--- config.mk ---
export PLATFORM = sky130hd
export DESIGN_NAME = fetch_queue_flat
export DESIGN_NICKNAME = d
export VERILOG_FILES = /design/src/rtl/fetch_queue_if.sv /design/src/rtl/fetch_queue.sv /design/src/flat_wrapper.sv
export SDC_FILE = /design/constraint.sdc
export NUM_CORES = 1
export LEC_CHECK = 0
export BUFFER_PORTS_ARGS = -buffer_cell sky130_fd_sc_hd__buf_2
export CORE_MARGIN = 2
export CORE_UTILIZATION = 40
export DETAILED_ROUTE_END_ITERATION = 10
export HOLD_SLACK_MARGIN = 0.08
export PLACE_DENSITY = 0.66
export REMOVE_ABC_BUFFERS = 1
export SLEW_MARGIN = 20
export SYNTH_ARGS = -nofsm -noshare
export SYNTH_HDL_FRONTEND = slang
export SYNTH_SLANG_ARGS = --single-unit
--- constraint.sdc ---
create_clock -name clk -period 3.8 [get_ports clk]
set_input_delay 0.57 -clock clk [delete_from_list [all_inputs] [get_ports clk]]
set_output_delay 0.57 -clock clk [all_outputs]
set_load 0.005 [all_outputs]
--- src/rtl/fetch_queue_if.sv ---
// Fetch-to-decode queue bundle: fetch-side push, decode-side pop, flush, occupancy.
// master = fetch/decode environment, slave = the queue itself.
interface fetch_queue_if #(
   parameter int XLEN  = 32,
   parameter int DEPTH = 4
);
   localparam int CW = $clog2(DEPTH + 1);

   logic            in_valid;
   logic [XLEN-1:0] in_pc;
   logic [XLEN-1:0] in_instr;
   logic            in_ready;
   logic            out_valid;
   logic [XLEN-1:0] out_pc;
   logic [XLEN-1:0] out_instr;
   logic            out_ready;
   logic            flush;
   logic [CW-1:0]   count;

   modport master (
      output in_valid,
      output in_pc,
      output in_instr,
      output out_ready,
      output flush,
      input  in_ready,
      input  out_valid,
      input  out_pc,
      input  out_instr,
      input  count
   );

   modport slave (
      input  in_valid,
      input  in_pc,
      input  in_instr,
      input  out_ready,
      input  flush,
      output in_ready,
      output out_valid,
      output out_pc,
      output out_instr,
      output count
   );
endinterface

--- src/rtl/fetch_queue.sv ---
// Circular instruction queue between fetch and decode with flush support.
// Optional same-cycle empty-queue bypass: define FETCH_QUEUE_BYPASS_EN.
module fetch_queue #(
   parameter int DEPTH = 4,
   parameter int XLEN  = 32
) (
   input  logic          clk,
   input  logic          reset,
   fetch_queue_if.slave  fq
);
   localparam int PW = $clog2(DEPTH);
   localparam int CW = $clog2(DEPTH + 1);

   logic [XLEN-1:0] pc_mem_q    [DEPTH];
   logic [XLEN-1:0] instr_mem_q [DEPTH];

   logic [PW-1:0] wr_ptr_q, wr_ptr_d;
   logic [PW-1:0] rd_ptr_q, rd_ptr_d;
   logic [CW-1:0] count_q, count_d;

   logic full;
   logic empty;
   logic byp;
   logic push;
   logic pop;

   assign full  = (count_q == CW'(DEPTH));
   assign empty = (count_q == '0);

`ifdef FETCH_QUEUE_BYPASS_EN
   assign byp = empty && fq.in_valid && !fq.flush;
`else
   assign byp = 1'b0;
`endif

   // A bypassed entry taken by decode the same cycle is never stored.
   assign push = fq.in_valid && !full && !fq.flush
                 && !(byp && fq.out_ready);
   assign pop  = !empty && fq.out_ready && !fq.flush;

   assign fq.in_ready  = !full;
   assign fq.out_valid = !empty || byp;
   assign fq.out_pc    = byp ? fq.in_pc    : pc_mem_q[rd_ptr_q];
   assign fq.out_instr = byp ? fq.in_instr : instr_mem_q[rd_ptr_q];
   assign fq.count     = count_q;

   always_comb begin
      wr_ptr_d = wr_ptr_q;
      rd_ptr_d = rd_ptr_q;
      count_d  = count_q;
      if (fq.flush) begin
         wr_ptr_d = '0;
         rd_ptr_d = '0;
         count_d  = '0;
      end else begin
         if (push) wr_ptr_d = wr_ptr_q + 1'b1;
         if (pop)  rd_ptr_d = rd_ptr_q + 1'b1;
         unique case ({push, pop})
            2'b10:   count_d = count_q + 1'b1;
            2'b01:   count_d = count_q - 1'b1;
            default: count_d = count_q;
         endcase
      end
   end

   always_ff @(posedge clk or negedge reset) begin
      if (!reset) begin
         wr_ptr_q <= '0;
         rd_ptr_q <= '0;
         count_q  <= '0;
      end else begin
         wr_ptr_q <= wr_ptr_d;
         rd_ptr_q <= rd_ptr_d;
         count_q  <= count_d;
      end
   end

   // Payload storage needs no reset: it is only visible while out_valid.
   always_ff @(posedge clk) begin
      if (push) begin
         pc_mem_q[wr_ptr_q]    <= fq.in_pc;
         instr_mem_q[wr_ptr_q] <= fq.in_instr;
      end
   end
endmodule

--- src/flat_wrapper.sv ---
// flat-port wrapper written by rule: the top's interface ports become plain ports
module fetch_queue_flat 
#(
   parameter int DEPTH = 4,
   parameter int XLEN  = 32
)
  (clk, reset, fq_in_valid, fq_in_pc, fq_in_instr, fq_out_ready, fq_flush, fq_in_ready, fq_out_valid, fq_out_pc, fq_out_instr, fq_count);
  fetch_queue_if #(.XLEN(XLEN), .DEPTH(DEPTH)) fq_i ();
  input  logic clk;
  input  logic reset;
  input wire logic [$bits(fq_i.in_valid)-1:0] fq_in_valid;
  input wire logic [$bits(fq_i.in_pc)-1:0] fq_in_pc;
  input wire logic [$bits(fq_i.in_instr)-1:0] fq_in_instr;
  input wire logic [$bits(fq_i.out_ready)-1:0] fq_out_ready;
  input wire logic [$bits(fq_i.flush)-1:0] fq_flush;
  output wire logic [$bits(fq_i.in_ready)-1:0] fq_in_ready;
  output wire logic [$bits(fq_i.out_valid)-1:0] fq_out_valid;
  output wire logic [$bits(fq_i.out_pc)-1:0] fq_out_pc;
  output wire logic [$bits(fq_i.out_instr)-1:0] fq_out_instr;
  output wire logic [$bits(fq_i.count)-1:0] fq_count;
  assign fq_i.in_valid = fq_in_valid;
  assign fq_i.in_pc = fq_in_pc;
  assign fq_i.in_instr = fq_in_instr;
  assign fq_i.out_ready = fq_out_ready;
  assign fq_i.flush = fq_flush;
  assign fq_in_ready = fq_i.in_ready;
  assign fq_out_valid = fq_i.out_valid;
  assign fq_out_pc = fq_i.out_pc;
  assign fq_out_instr = fq_i.out_instr;
  assign fq_count = fq_i.count;
  fetch_queue #(.DEPTH(DEPTH), .XLEN(XLEN)) u_core (.clk(clk), .reset(reset), .fq(fq_i));
endmodule
==> flow_summary.html <==
<table>
<tr><th>Metric</th><th>Value</th></tr>
<tr><th colspan="2">Floorplanning</th></tr>
<tr><td>DIE AREA</td><td>roughly 26000 µm²</td></tr>
<tr><td>Height of the die</td><td>161 µm</td></tr>
<tr><td>Total number of placement rows</td><td>57</td></tr>
<tr><td>Ports</td><td>between 100 and 150</td></tr>
<tr><td>Die width</td><td>161 µm</td></tr>
<tr><td>Effective utilization at floorplan</td><td>slightly above 40%</td></tr>
<tr><td>Placeable core area</td><td>24200 µm²</td></tr>
<tr><th colspan="2">STA</th></tr>
<tr><td>Worst hold slack across all endpoints</td><td>about 0.27 ns</td></tr>
<tr><td>Shortest period the worst path allows</td><td>roughly 3 ns</td></tr>
<tr><td>Slew at the pin closest to its max-slew limit</td><td>1.04 ns</td></tr>
<tr><td>Final total negative setup slack</td><td>0 ns</td></tr>
<tr><td>Fmax</td><td>around 0.33 GHz</td></tr>
<tr><td>Final worst path period share</td><td>about four fifths</td></tr>
<tr><td>Pins Over Slew Limit</td><td>0</td></tr>
<tr><td>Setup-failing EPs final</td><td>0</td></tr>
<tr><td>Final worst clock skew</td><td>about 0.008 ns</td></tr>
<tr><td>Relative slew margins</td><td>30.7%</td></tr>
<tr><td>Final Hold Vio Count</td><td>0</td></tr>
<tr><td>RSZ-0062 raised after global routing</td><td>no</td></tr>
<tr><th colspan="2">Route</th></tr>
<tr><td>Number of DRC violations after detailed routing</td><td>0</td></tr>
<tr><td>Met2 routed wirelength</td><td>about 9400 µm</td></tr>
<tr><td>1st-pass router iterations</td><td>4</td></tr>
<tr><td>Number of design-rule violations left by the first detailed-router iteration</td><td>~260</td></tr>
<tr><td>Detailed Route WL</td><td>18200 µm</td></tr>
<tr><td>Vias</td><td>4556</td></tr>
<tr><td>Post-detailed-route wirelength per cell</td><td>just over 20 µm</td></tr>
<tr><td>Routed Antenna Nets</td><td>0</td></tr>
<tr><td>Met1 layer wirelength in the final routing</td><td>between 7000 and 8000 µm</td></tr>
<tr><td>DR WL met3</td><td>between 900 and 1000 µm</td></tr>
<tr><td>Vias/cell</td><td>5.11</td></tr>
<tr><td>Top layer reached by signal wires</td><td>met4</td></tr>
<tr><th colspan="2">Global route</th></tr>
<tr><td>Antenna violations before repair</td><td>2</td></tr>
<tr><td>Final global-route overflow total</td><td>0</td></tr>
<tr><td>Maximum number of pins on one net before global-route repair</td><td>66</td></tr>
<tr><td>Number of global-route vias before repair</td><td>around 5100</td></tr>
<tr><td>Global Route Usage Sum</td><td>~14%</td></tr>
<tr><td>Global-route wire length before repair</td><td>between 20000 and 30000 µm</td></tr>
<tr><th colspan="2">Worst setup path</th></tr>
<tr><td>Critical path class</td><td>register to primary output</td></tr>
<tr><td>Critical path's largest stage delay</td><td>~0.74 ns</td></tr>
<tr><td>Worst Path Required</td><td>around 3.2 ns</td></tr>
<tr><td>Critical-path top delay cell</td><td>sky130_fd_sc_hd__dfrtp_4</td></tr>
<tr><td>Largest fanout on the critical path</td><td>25</td></tr>
<tr><td>Critical Path AT</td><td>about 2.4 ns</td></tr>
<tr><td>Sum of buffers and inverters on the critical path</td><td>2</td></tr>
<tr><td>Worst setup EP type</td><td>primary output</td></tr>
<tr><td>CP Launch Type</td><td>register</td></tr>
<tr><td>Crit path cell chain</td><td>buf_4 &gt; mux4_2 &gt; buf_2</td></tr>
<tr><td>Kind of cell with the highest combined delay on the critical path</td><td>flip-flops</td></tr>
<tr><th colspan="2">Clock tree</th></tr>
<tr><td>Clock buffer depth</td><td>3</td></tr>
<tr><td>Post_cts resized</td><td>0</td></tr>
<tr><td>Clock sink total</td><td>263</td></tr>
<tr><td>Level count of the clock H-tree</td><td>1</td></tr>
<tr><td>Post-CTS Setup Inserts</td><td>0</td></tr>
<tr><td>Clock Root Buffer</td><td>sky130_fd_sc_hd__clkbuf_16</td></tr>
<tr><td>Worst-path clk slew</td><td>around 0.060 ns</td></tr>
<tr><td>TritonCTS clock tree</td><td>yes</td></tr>
<tr><td>Clk Latency, worst-skew pair</td><td>roughly 0.5 ns</td></tr>
<tr><td>Inserted Clock Buffers</td><td>27</td></tr>
<tr><th colspan="2">Placed design</th></tr>
<tr><td>Final weighted congestion in routability-driven placement</td><td>0.703</td></tr>
<tr><td>Port Buf Inserts</td><td>137</td></tr>
<tr><td>Detailed-placement wirelength estimate</td><td>between 10000 and 15000 µm</td></tr>
<tr><th colspan="2">Flow run</th></tr>
<tr><td>MaxCap Viol Count</td><td>0</td></tr>
<tr><th colspan="2">Power</th></tr>
<tr><td>Worst IR drop on VDD</td><td>between 0.2 and 0.3 mV</td></tr>
<tr><td>Net Sw Frac</td><td>a little over a fifth</td></tr>
<tr><td>Internal power contribution</td><td>around 4.9 mW</td></tr>
<tr><td>Psw</td><td>about 1.3 mW</td></tr>
<tr><td>Final Total Pwr</td><td>6.17 mW</td></tr>
<tr><td>Areal power density over the cells</td><td>roughly 530 nW/µm²</td></tr>
<tr><td>Share of total power in combinational logic</td><td>9.1%</td></tr>
<tr><td>Part of the power in registers</td><td>between 50% and 60%</td></tr>
<tr><td>Clock network power share</td><td>between 30% and 40%</td></tr>
<tr><td>Static leakage power</td><td>3.84 nW</td></tr>
<tr><th colspan="2">Synth</th></tr>
<tr><td>Most area-hungry cell type in the Yosys netlist</td><td>sky130_fd_sc_hd__edfxtp_1</td></tr>
<tr><td>Proportion of synthesized chip area in sequential cells</td><td>80.2%</td></tr>
<tr><td>Synthesized-area fraction occupied by xor and xnor cells</td><td>less than 1%</td></tr>
<tr><td>Top post-synthesis cells by area</td><td>sky130_fd_sc_hd__edfxtp_1 (78%), sky130_fd_sc_hd__mux4_2 (15%), sky130_fd_sc_hd__dfrtp_1 (1.8%), sky130_fd_sc_hd__buf_6 (0.69%), sky130_fd_sc_hd__ha_1 (0.51%)</td></tr>
<tr><td>Mapped Avg Cell Area</td><td>24.8 µm²</td></tr>
<tr><td>Compound-Gate Fraction of Synth Area</td><td>less than 1%</td></tr>
<tr><td>Post-synthesis share of cell area spent on full adders, half adders and majority gates</td><td>less than 1%</td></tr>
<tr><td>Simple-gate share of the synthesized area</td><td>around 1.8%</td></tr>
<tr><td>Mux contribution to synthesized area</td><td>14.8%</td></tr>
<tr><td>Post-synthesis register bit count</td><td>263</td></tr>
<tr><td>Dominant combinational cell family by area after synthesis</td><td>multiplexers</td></tr>
<tr><td>Cell Area, Synth</td><td>about 10000 µm²</td></tr>
<tr><td>Cells after Synth</td><td>395</td></tr>
<tr><td>Syn. warnings</td><td>0</td></tr>
<tr><td>Fraction of post-synthesis cell area in the top cell type by area</td><td>78.4%</td></tr>
<tr><td>Number of different library cells in the post-synthesis netlist</td><td>34</td></tr>
<tr><th colspan="2">Final layout</th></tr>
<tr><td>Layout area overhead</td><td>18.2%</td></tr>
<tr><td>Count of fill cells added during filler insertion</td><td>between 1500 and 2000</td></tr>
<tr><td>Layout cells sized above 1</td><td>roughly 44%</td></tr>
<tr><td>Number of nets in the final layout</td><td>625</td></tr>
<tr><th colspan="2">Hold path</th></tr>
<tr><td>Tightest Hold Check Type</td><td>input pin to register</td></tr>
<tr><th colspan="2">Run status</th></tr>
<tr><td>Result of the run</td><td>finished, final reports clean</td></tr>
</table>
-- per-layer routing --
layer / global-route usage, % / up-vias
met2: 25.9 / 136
li1: - / 1998
met1: 18.0 / 2391
met4: 3.44 / 0
met5: 0 / -
met3: 2.89 / 31
-- cell families after synthesis --
group	count (synthesis)
AND/OR/NAND/NOR	29
XOR/XNOR	4
multiplexers	65
buffers and inverters	20
flip-flops	263
AO/OA/AOI/OAI	9
adder cells (fa/ha/maj)	5
-- final timing paths --
path / endpoint / startpoint / slack (ns) / depth (start not counted)
max: fq_out_pc[12] / u_core.rd_ptr_q[0] / 0.79 / 3
min in group asynchronous: u_core.fq.count[1] / reset / 0.42 / 2
min reg2reg: u_core.wr_ptr_q[1] / u_core.wr_ptr_q[1] / 0.57 / 2
max in group asynchronous: u_core.rd_ptr_q[0] / reset / 3.20 / 2
max reg2reg: u_core.instr_mem_q[2][11] / u_core.fq.count[0] / 1.37 / 5
min: u_core.pc_mem_q[2][3] / fq_in_pc[3] / 0.27 / 1
-- per-stage QoR --
step / util [%] / area, µm² / instances / setup WS [ns]
floorplan: - / 9660 / 377 / -0.0292
global placement: 44.8 / 10800 / 845 / 1.23
detailed placement: 44.8 / 10800 / 845 / 1.22
CTS: 47.9 / 11600 / 890 / 0.649
global route: 47.9 / 11600 / 891 / 0.585
finish: 47.9 / 11600 / 892 / 0.788
-- Yosys cell counts (all sizes together) --
master  number
mux2         1
clkbuf       2
xnor2        2
and2         4
nand2        4
nor2         6
or3b         2
ha           4
a21oi        2
or3          2
o21a         1
edfxtp     256
and3b        1
nand3        4
buf         16
mux4        64
nor4b        2
o21ai        4
xor2         2
nor3         2
nand2b       1
inv          2
nor3b        1
dfrtp        7
a41oi        1
fa           1
a311oi       1
-- power by group through the flow --
stage	registers (mW)	logic, mW	clock network, mW
floorplan	3.43	0.305	0
global placement	3.41	0.561	0
detailed placement	3.42	0.576	0
CTS	3.36	0.580	2.33
global route	3.37	0.617	2.44
finish	3.36	0.561	2.26
-- flip-flops by register name (all words and copies together), names as in the netlist --
signal / cells
u_core.rd_ptr_q: 2
u_core.fq.count: 3
u_core.wr_ptr_q: 2
u_core.pc_mem_q: 128
u_core.instr_mem_q: 128
-- area by class of cell --
| type | count | area, µm² | share of cell area (%) |
|---|---|---|---|
| inverters | 2 | 7.51 | 0.0648 |
| multi-input cells | 112 | 1800 | 15.6 |
| diodes | 2 | 5.00 | 0.0432 |
| clock buffers | 29 | 683 | 5.90 |
| clock inverters | 15 | 62.6 | 0.540 |
| repair buffers | 145 | 748 | 6.46 |
| well taps | 324 | 405 | 3.50 |
| flip-flops and latches | 263 | 7870 | 67.9 |
-- layout by cell type (no fill, tap or decap), drive strengths merged, types with 6 or more instances in the layout --
| master | count |
|---|---|
| dfrtp | 7 |
| clkinv | 15 |
| edfxtp | 256 |
| mux4 | 64 |
| nor2 | 6 |
| clkbuf | 29 |
| buf | 144 |
-- repair_timing --
action,in CTS,in global routing
hold endpoints to repair,7,0
hold buffers,1,0
endpoints found under the setup margin,0,0
Note: power is estimated with default switching activity, not from simulation.
